`src/rtl/seq_mult_pkg.sv`:
```
// Shared types and constants for the sequential 2-bit-digit multiplier.
package seq_mult_pkg;

    localparam int unsigned WIDTH_DEF = 8;
    localparam int unsigned DIGITS    = WIDTH_DEF / 2;

    typedef enum logic [1:0] {
        IDLE,
        CALC,
        DONE
    } state_e;

    // Digit-index counter width, never narrower than one bit.
    function automatic int unsigned cnt_bits(input int unsigned n);
        return (n > 1) ? $clog2(n) : 1;
    endfunction

endpackage

```
`src/rtl/seq_mult_ctrl_if.sv`:
```
// Operand/product handshake bundle for seq_mult_ctrl.
interface seq_mult_ctrl_if
    import seq_mult_pkg::*;
#(
    parameter int unsigned WIDTH = WIDTH_DEF
);

    logic                 in_valid;
    logic                 in_ready;
    logic [WIDTH-1:0]     op_a;
    logic [WIDTH-1:0]     op_b;
    logic                 out_valid;
    logic                 out_ready;
    logic [2*WIDTH-1:0]   product;
    logic                 busy;

    modport master (
        output in_valid, op_a, op_b, out_ready,
        input  in_ready, out_valid, product, busy
    );

    modport slave (
        input  in_valid, op_a, op_b, out_ready,
        output in_ready, out_valid, product, busy
    );

endinterface

```
`src/rtl/mult_digit_2x2.sv`:
```
// Combinational 2-bit by 2-bit unsigned digit multiplier.
module mult_digit_2x2 (
    input  logic [1:0] a,
    input  logic [1:0] b,
    output logic [3:0] p
);

    assign p = {2'b00, a} * {2'b00, b};

endmodule

```
`src/rtl/seq_mult_ctrl.sv`:
```
// Iterative unsigned multiplier: one 2x2 digit partial product per CALC cycle,
// (WIDTH/2)^2 cycles per operation, valid/ready on both sides.
// Optional macro SEQ_MULT_EARLY_EXIT_EN: a zero operand skips CALC entirely.
module seq_mult_ctrl
    import seq_mult_pkg::*;
#(
    parameter int unsigned WIDTH = WIDTH_DEF
) (
    input  logic            clk,
    input  logic            rst_n,
    seq_mult_ctrl_if.slave  bus
);

    localparam int unsigned    DIG  = WIDTH / 2;
    localparam int unsigned    CW   = cnt_bits(DIG);
    localparam logic [CW-1:0]  LAST = CW'(DIG - 1);

    state_e                state_q;
    logic [WIDTH-1:0]      a_q;
    logic [WIDTH-1:0]      b_q;
    logic [2*WIDTH-1:0]    acc_q;
    logic [2*WIDTH-1:0]    acc_d;
    logic [CW-1:0]         i_q;
    logic [CW-1:0]         j_q;
    logic                  in_ready_q;
    logic                  out_valid_q;
    logic                  busy_q;

    logic [WIDTH-1:0]      a_sh;
    logic [WIDTH-1:0]      b_sh;
    logic [1:0]            a_dig;
    logic [1:0]            b_dig;
    logic [3:0]            dig_p;
    logic [CW+1:0]         shamt;
    logic [2*WIDTH-1:0]    pp_sh;
    logic                  last_digit;

    mult_digit_2x2 u_digit (
        .a (a_dig),
        .b (b_dig),
        .p (dig_p)
    );

    // Select the current digits and align their product into the accumulator.
    always_comb begin
        a_sh       = a_q >> {i_q, 1'b0};
        b_sh       = b_q >> {j_q, 1'b0};
        a_dig      = a_sh[1:0];
        b_dig      = b_sh[1:0];
        shamt      = ({2'b00, i_q} + {2'b00, j_q}) << 1;
        pp_sh      = (2*WIDTH)'(dig_p) << shamt;
        acc_d      = acc_q + pp_sh;
        last_digit = (i_q == LAST) && (j_q == LAST);
    end

    // Control FSM with registered handshake outputs and datapath state.
    always_ff @(posedge clk or negedge rst_n) begin
        if (!rst_n) begin
            state_q     <= IDLE;
            a_q         <= '0;
            b_q         <= '0;
            acc_q       <= '0;
            i_q         <= '0;
            j_q         <= '0;
            in_ready_q  <= 1'b0;
            out_valid_q <= 1'b0;
            busy_q      <= 1'b0;
        end else begin
            case (state_q)
                IDLE: begin
                    in_ready_q <= 1'b1;
                    if (bus.in_valid && in_ready_q) begin
                        a_q        <= bus.op_a;
                        b_q        <= bus.op_b;
                        i_q        <= '0;
                        j_q        <= '0;
                        acc_q      <= '0;
                        in_ready_q <= 1'b0;
                        busy_q     <= 1'b1;
`ifdef SEQ_MULT_EARLY_EXIT_EN
                        if (bus.op_a == '0 || bus.op_b == '0) begin
                            state_q     <= DONE;
                            out_valid_q <= 1'b1;
                        end else begin
                            state_q <= CALC;
                        end
`else
                        state_q <= CALC;
`endif
                    end
                end
                CALC: begin
                    acc_q <= acc_d;
                    if (last_digit) begin
                        i_q         <= '0;
                        j_q         <= '0;
                        state_q     <= DONE;
                        out_valid_q <= 1'b1;
                    end else if (j_q == LAST) begin
                        j_q <= '0;
                        i_q <= i_q + 1'b1;
                    end else begin
                        j_q <= j_q + 1'b1;
                    end
                end
                DONE: begin
                    if (bus.out_ready) begin
                        state_q     <= IDLE;
                        out_valid_q <= 1'b0;
                        busy_q      <= 1'b0;
                        in_ready_q  <= 1'b1;
                    end
                end
                default: begin
                    state_q <= IDLE;
                end
            endcase
        end
    end

    assign bus.in_ready  = in_ready_q;
    assign bus.out_valid = out_valid_q;
    assign bus.busy      = busy_q;
    assign bus.product   = acc_q;

endmodule
```
`src/flat_wrapper.sv`:
```
// flat-port wrapper written by rule: the top's interface ports become plain ports
module seq_mult_ctrl_flat import seq_mult_pkg::*;
#(
    parameter int unsigned WIDTH = WIDTH_DEF
)
  (clk, rst_n, bus_in_valid, bus_op_a, bus_op_b, bus_out_ready, bus_in_ready, bus_out_valid, bus_product, bus_busy);
  seq_mult_ctrl_if #(.WIDTH(WIDTH)) bus_i ();
  input  logic clk;
  input  logic rst_n;
  input wire logic [$bits(bus_i.in_valid)-1:0] bus_in_valid;
  input wire logic [$bits(bus_i.op_a)-1:0] bus_op_a;
  input wire logic [$bits(bus_i.op_b)-1:0] bus_op_b;
  input wire logic [$bits(bus_i.out_ready)-1:0] bus_out_ready;
  output wire logic [$bits(bus_i.in_ready)-1:0] bus_in_ready;
  output wire logic [$bits(bus_i.out_valid)-1:0] bus_out_valid;
  output wire logic [$bits(bus_i.product)-1:0] bus_product;
  output wire logic [$bits(bus_i.busy)-1:0] bus_busy;
  assign bus_i.in_valid = bus_in_valid;
  assign bus_i.op_a = bus_op_a;
  assign bus_i.op_b = bus_op_b;
  assign bus_i.out_ready = bus_out_ready;
  assign bus_in_ready = bus_i.in_ready;
  assign bus_out_valid = bus_i.out_valid;
  assign bus_product = bus_i.product;
  assign bus_busy = bus_i.busy;
  seq_mult_ctrl #(.WIDTH(WIDTH)) u_core (.clk(clk), .rst_n(rst_n), .bus(bus_i));
endmodule
```
`config.mk`:
```
export PLATFORM = sky130hd
export DESIGN_NAME = seq_mult_ctrl_flat
export DESIGN_NICKNAME = d
export VERILOG_FILES = /design/src/rtl/seq_mult_pkg.sv /design/src/rtl/seq_mult_ctrl_if.sv /design/src/rtl/mult_digit_2x2.sv /design/src/rtl/seq_mult_ctrl.sv /design/src/flat_wrapper.sv
export SDC_FILE = /design/constraint.sdc
export NUM_CORES = 1
export LEC_CHECK = 0
export CAP_MARGIN = 10
export CELL_PAD_IN_SITES_DETAIL_PLACEMENT = 1
export CELL_PAD_IN_SITES_GLOBAL_PLACEMENT = 1
export CORE_ASPECT_RATIO = 0.75
export CORE_MARGIN = 2
export CORE_UTILIZATION = 45
export CTS_CLUSTER_DIAMETER = 30
export CTS_CLUSTER_SIZE = 40
export DETAILED_ROUTE_END_ITERATION = 10
export DONT_BUFFER_PORTS = 1
export GPL_ROUTABILITY_DRIVEN = 0
export PLACE_DENSITY_LB_ADDON = 0.25
export SYNTH_ARGS = -nofsm -noshare
export SYNTH_HDL_FRONTEND = slang
export SYNTH_HIERARCHICAL = 1
export SYNTH_SLANG_ARGS = --single-unit
```
`constraint.sdc`:
```
create_clock -name clk -period 9.1 [get_ports clk]
set_clock_uncertainty 0.05 [all_clocks]
set_input_delay 0.91 -clock clk [delete_from_list [all_inputs] [get_ports clk]]
set_output_delay 0.91 -clock clk [all_outputs]
set_load 0.005 [all_outputs]
```
## After elaboration in Yosys (flattened, before gate mapping)

Cells that the tools add are included.

- Mux-type cells: 21
- $lt $le $gt $ge: 0
- Bitwise gates (word level): 0
- Equal/unequal tests: 8
- Divide/modulo/power cells: 0
- Multiply operators: 1
- Reduce and logical (&&, ||, !) cells: 13
- Shift operators: 3
- Add/subtract/negate cells: 4

Operators with widths:

| operator | number |
|---|---|
| 16-bit case mux with 2 select lines | 1 |
| 16-bit adder | 1 |
| 16-bit 2-to-1 mux | 1 |
| 2-bit 2-to-1 mux | 8 |
| 4-bit by 4-bit left shift with 16-bit output | 1 |
| 8-bit by 3-bit >> shifter with 2-bit output | 2 |
| 3-bit AND reduction | 4 |
| 2-bit case mux with 2 select lines | 2 |
| 2-bit equality test (second input constant) | 3 |
| 1-bit case mux with 2 select lines | 3 |
| 2-bit case mux with 3 select lines | 1 |
| 2-bit AND reduction | 3 |
| 2-bit nonzero test | 3 |
| 1-bit 2-to-1 mux | 5 |
| 2-bit by 1-bit adder with 2-bit output (second input constant) | 2 |
| 2-bit by 2-bit multiplier with 4-bit output | 1 |
| 2-bit by 1-bit != test with 1-bit output (second input constant) | 2 |
| 2-bit by 2-bit adder with 3-bit output | 1 |
| 3-bit by 1-bit != test with 1-bit output (second input constant) | 1 |
| 2-bit by 1-bit equality test with 1-bit output (second input constant) | 1 |
| 1-bit logical AND | 2 |
| 2-bit logical NOT | 1 |
| 2-bit != test (second input constant) | 1 |

- ROM bits: 0
- Memories: 0
- Memory bits (writable): 0
- Logic and storage cells: 59
- Output and inout bits: 19
- Latch bits: 0
- Register bits after elaboration: 41
- Input bits: 20

## Logic depth before layout (Yosys ltp)

- Depth after elaboration: 5
- Depth in mapped cells: 14
- Depth with buffers taken out: 13

## Cells and area by module

Netlist, hierarchy kept.

Modules (own cells, without submodules):

| module | area an instance (um^2) | cells each | sequential area each (um^2) | times used |
|---|---|---|---|---|
| seq_mult_ctrl | 2608.8 | 265 | 1026.0 | 1 |
| mult_digit_2x2 | 50.0 | 6 | 0.0 | 1 |

## Worst setup path before layout

Ideal clock, no wire load.

- Path type: reg-to-reg
- From: register u_core.i_q[0]
- To: register u_core.acc_q[14] (netlist: u_core/bus.product[14])
- Period minus slack after synthesis: 3.615 ns
- Required time: 8.930 ns
- Buffers on the path: 1
- Library setup time: 0.120 ns
- Setup slack: 5.485 ns
- Arrival time: 3.445 ns
- Cell stages (with the launch flop): 14
- Path through: dfrtp_1 > mux4_2 > and2_1 > ha_1 > ha_1 > mux2i_1 > nor2_1 > ha_1 > buf_6 > a21o_1 > a21o_2 > a221o_1 > or3_1 > a31o_1

- Word-level cells in the longest chain between the ends: 5
- Elaborated cells between the ends (all ways): 6
- Classes of those cells: 2 x add/sub; 1 x mul; 2 x shift; 1 x mux

RTL lines:

| what | RTL line | RTL |
|---|---|---|
| start: declaration | seq_mult_ctrl.sv:23 | `logic [CW-1:0] i_q;` |
| start signal: assignment | seq_mult_ctrl.sv:101 | `i_q <= i_q + 1'b1;` |
| 8-bit by 3-bit >> shifter with 2-bit output | seq_mult_ctrl.sv:46 | `a_sh = a_q >> {i_q, 1'b0};` |
| named net u_core.a_sh[0] | seq_mult_ctrl.sv:29 | `logic [WIDTH-1:0] a_sh;` |
| 2-bit by 2-bit multiplier with 4-bit output | mult_digit_2x2.sv:8 | `assign p = {2'b00, a} * {2'b00, b};` |
| named net u_core.dig_p[3] | seq_mult_ctrl.sv:33 | `logic [3:0] dig_p;` |
| 4-bit by 4-bit left shift with 16-bit output | seq_mult_ctrl.sv:51 | `pp_sh = (2*WIDTH)'(dig_p) << shamt;` |
| 16-bit adder | seq_mult_ctrl.sv:52 | `acc_d = acc_q + pp_sh;` |
| 16-bit case mux with 2 select lines | seq_mult_ctrl.sv:69 | `case (state_q)` |
| end signal: assignment | seq_mult_ctrl.sv:62 | `acc_q <= '0;` |
| end signal: assignment | seq_mult_ctrl.sv:77 | `acc_q <= '0;` |
| end signal: assignment | seq_mult_ctrl.sv:93 | `acc_q <= acc_d;` |
| end: declaration | seq_mult_ctrl.sv:21 | `logic [2*WIDTH-1:0] acc_q;` |

The timed path passes the listed nets, and every way through them passes these cells.
A chain may end at the register's enable or synchronous reset.

## Final worst setup path

- From: register u_core.j_q[0]
- To: register u_core.acc_q[8] (netlist: u_core/bus.product[8])

- Word-level cells in the longest chain between the ends: 5
- Elaborated cells between the ends (all ways): 6
- Classes of those cells: 2 x add/sub; 1 x mul; 2 x shift; 1 x mux

RTL lines:

| what | RTL line | RTL |
|---|---|---|
| start: declaration | seq_mult_ctrl.sv:24 | `logic [CW-1:0] j_q;` |
| start signal: assignment | seq_mult_ctrl.sv:103 | `j_q <= j_q + 1'b1;` |
| 8-bit by 3-bit >> shifter with 2-bit output | seq_mult_ctrl.sv:47 | `b_sh = b_q >> {j_q, 1'b0};` |
| named net u_core.b_sh[1] | seq_mult_ctrl.sv:30 | `logic [WIDTH-1:0] b_sh;` |
| 2-bit by 2-bit multiplier with 4-bit output | mult_digit_2x2.sv:8 |  |
| named net u_core.dig_p[2] | seq_mult_ctrl.sv:33 |  |
| 4-bit by 4-bit left shift with 16-bit output | seq_mult_ctrl.sv:51 |  |
| 16-bit adder | seq_mult_ctrl.sv:52 |  |
| 16-bit case mux with 2 select lines | seq_mult_ctrl.sv:69 |  |

The timed path passes the listed nets, and every way through them passes these cells.

==> qor.csv <==
stage,metric,value,unit
clock_network,cts_buffers,5,
final_layout,multi_input_area,1560,um^2
worst_setup_path,critPathArrivalTime,4.26,ns
clock_network,clk_path_buf_depth,2,
worst_setup_path,startpoint,u_core/j_q[0]$_DFFE_PN0P_,
final_layout,antenna_cells,0,
routing,drt_iter0_drc,150,
worst_setup_path,path_depth,12,
synth,syn-cell-area,2660,um^2
power,totalPowerFinal,1.12,mW
worst_setup_path,worstSetupPathType,flip-flop to flip-flop,
worst_setup_path,cp_num_buf_inv,0,
run,drv_cap,0,
routing,firstDrtPassIters,4,
timing,max-slew-margin-rel,0.415,
clock_network,cts.sinks,41,
final_layout,seqCellArea,1030,um^2
clock_network,cts_resized,0,
synth,synth_warnings,6,
timing,hold_viol,0,
clock_network,cts_setup_buffers,0,
worst_setup_path,cp_slowest_cell,mux4_2,
routing,drc,0,
clock_network,h-tree-depth,2,
timing,fin_crit_sh,0.453,
power,p_leak,1.26,nW
floorplanning,die-area,6550,um^2
worst_setup_path,crit_fanout,6,
timing,finalSetupViolCount,0,
floorplanning,coreArea,5770,um^2
worst_setup_path,critPathTopFamily,multiplexers,
grt,gr-usage-all-layers,0.218,
synth,synth_nets,313,
min_path,worst_hold_path_type,input port to async pin,
routing,viasPerCell,6.01,
synth,synth.top_cells.by_count,"dfrtp_1, nand2_1, ha_1, mux2_2, nor2_1",
synth,yosysSeqAreaShare,0.386,
power,p_per_area,395,nW/um^2
synth,synth-seq-cells,41,
routing,drt-total-wl,6.49,mm
routing,vias,2091,
floorplanning,dieHeight,70.6,um
timing,worst_slew_pin_slew,0.877,ns
routing,drtAntennaViolNets,0,
worst_setup_path,crit_end,u_core/bus.product[8]$_DFFE_PN0P_,
synth,synthArstFlopShare,1.00,
final_layout,finalInstanceArea,2850,um^2
timing,rsz0062_at_grt,false,
final_layout,instances_no_fill,348,
synth,yosysTopAreaCell,dfrtp_1,
timing,min_period,4.13,ns
final_layout,layout.nets,311,
final_layout,area_delta_synth_final,7.01,%
timing,drv_slew,0,
floorplanning,initial_utilization,0.461,
grt,grt_pass1_vias,2152,
synth,ys.flop_type,dfrtp_1,
final_layout,drive_gt1_frac,0.141,
grt,grt-ovfl-total,0,
clock_network,path_clk_slew,0.08,ns
synth,syn_area_per_cell,9.81,um^2
clock_network,ctsHoldBuffers,0,
worst_setup_path,worstSetupStartpointType,flip-flop,
outcome,status,finished clean,
clock_network,cts_tree,built,
grt,antenna_found_initial,0,
clock_network,clk-insertion-delay-late,0.29,ns
worst_setup_path,cp-end-kind,flip-flop,
placed_design,io_buffers,0,
floorplanning,ios,39,
floorplanning,die_w,92.8,um
worst_setup_path,critPathMaxStageDelay,0.56,ns
clock_network,root_buffer,clkbuf_8,
synth,synth-edff-count,0,
final_layout,fill_cells,668,
worst_setup_path,cp.required,9.23,ns
grt,grt_pass1_wl,11.3,mm
worst_setup_path,reg2reg_to,u_core/bus.product[8]$_DFFE_PN0P_,
worst_setup_path,crit_top_cell,ha_1,
timing,tns,0,ns
power,ir_drop,0.000137,V
grt,grt_max_degree,42,
synth,yosysMostFrequentCell,dfrtp_1,
routing,wl_per_cell,18.7,um
worst_setup_path,crit_chain,"mux4_2, and2_1, ha_1, ha_1, mux2i_1, nor2_1, ha_1, nor2b_1, o2111ai_1, a21oi_1, or3_2, a32o_1",
placed_design,dp_hpwl,4.92,mm
timing,fmax,0.242,GHz
synth,netlist_instances,271,
synth,synth_top_area_frac,0.386,
placed_design,place_area,2730,um^2
worst_setup_path,worstRegToRegCells,12,
worst_setup_path,reg2reg_from,u_core/j_q[0]$_DFFE_PN0P_,
synth,synth_cell_types,47,
synth,synth_area_leaders,"dfrtp_1, ha_1, mux2_2",
worst_setup_path,rrSetupSlack,4.97,ns
floorplanning,row_count,24,
placed_design,post-place-cells,340,
## sequential cells by signal (all words and copies together), names as in the netlist
name	count
u_core/bus.busy	1
u_core/a_q	8
u_core/b_q	8
u_core/j_q	2
u_core/bus.product	16
u_core/bus.in_ready	1
u_core/bus.out_valid	1
u_core/i_q	2
u_core/state_q	2
## layer usage
metal	wire length [um]	track usage	up-vias
met2	2900	0.340	45
li1	-	-	990
met4	24	0.0294	0
met5	0	0	-
met3	331	0.0618	2
met1	3240	0.314	1054
## area by class of cell
type                       count  area share
clock inverter                 2      0.0132
timing repair buffer           2     0.00528
sequential                    41       0.361
multi-input combinational    211       0.547
tap                           78      0.0343
clock buffer                   6      0.0290
inverter                       8      0.0106
## cell families after synthesis
family	count (synthesis)	synth area share
compound gates	71	0.177
xor+xnor	9	0.0296
fa+ha+maj	22	0.109
buf+inv	19	0.0306
flops	41	0.386
mux	22	0.109
simple gates	87	0.159
## stage by stage
| step | hold WS, ns | setup WS, ns | util |
|---|---|---|---|
| finish | 0.252 | 4.97 | 0.493 |
| global route | 0.232 | 4.77 | 0.493 |
| CTS | 0.244 | 5.02 | 0.493 |
| detailed placement | 0.449 | 5.07 | 0.473 |
| global placement | 0.446 | 5.15 | 0.473 |
| floorplan | 0.425 | 5.49 | - |
## power by group
group / switching [mW] / internal (mW)
Sequential: 0.0773 / 0.266
Combinational: 0.346 / 0.278
Clock: 0.0666 / 0.0893
Total: 0.490 / 0.633
## layout by cell type (no fill, tap or decap), drive strengths merged, types with 7 or more instances in the layout
cell / synthesis / layout
nand2b: 8 / 8
nor2: 16 / 16
a21o: 7 / 7
o21ai: 15 / 15
nand2: 36 / 36
inv: 8 / 8
dfrtp: 41 / 41
o22ai: 10 / 10
ha: 20 / 20
a21oi: 14 / 14
mux2: 16 / 16
## worst min-delay path by stage
stage,start,slack (ns),endpoint,depth (start not counted)
after floorplan,u_core/bus.out_valid$_DFFE_PN0P_,0.43,u_core/bus.out_valid$_DFFE_PN0P_,2
after global placement,u_core/a_q[3]$_DFFE_PN0P_,0.45,u_core/a_q[3]$_DFFE_PN0P_,1
after detailed placement,u_core/a_q[2]$_DFFE_PN0P_,0.45,u_core/a_q[2]$_DFFE_PN0P_,1
after CTS,rst_n,0.24,u_core/bus.product[2]$_DFFE_PN0P_,0
after global routing,rst_n,0.23,u_core/state_q[1]$_DFFE_PN0P_,0
final,rst_n,0.25,u_core/bus.product[2]$_DFFE_PN0P_,0
(Power assumes the default switching activity.)
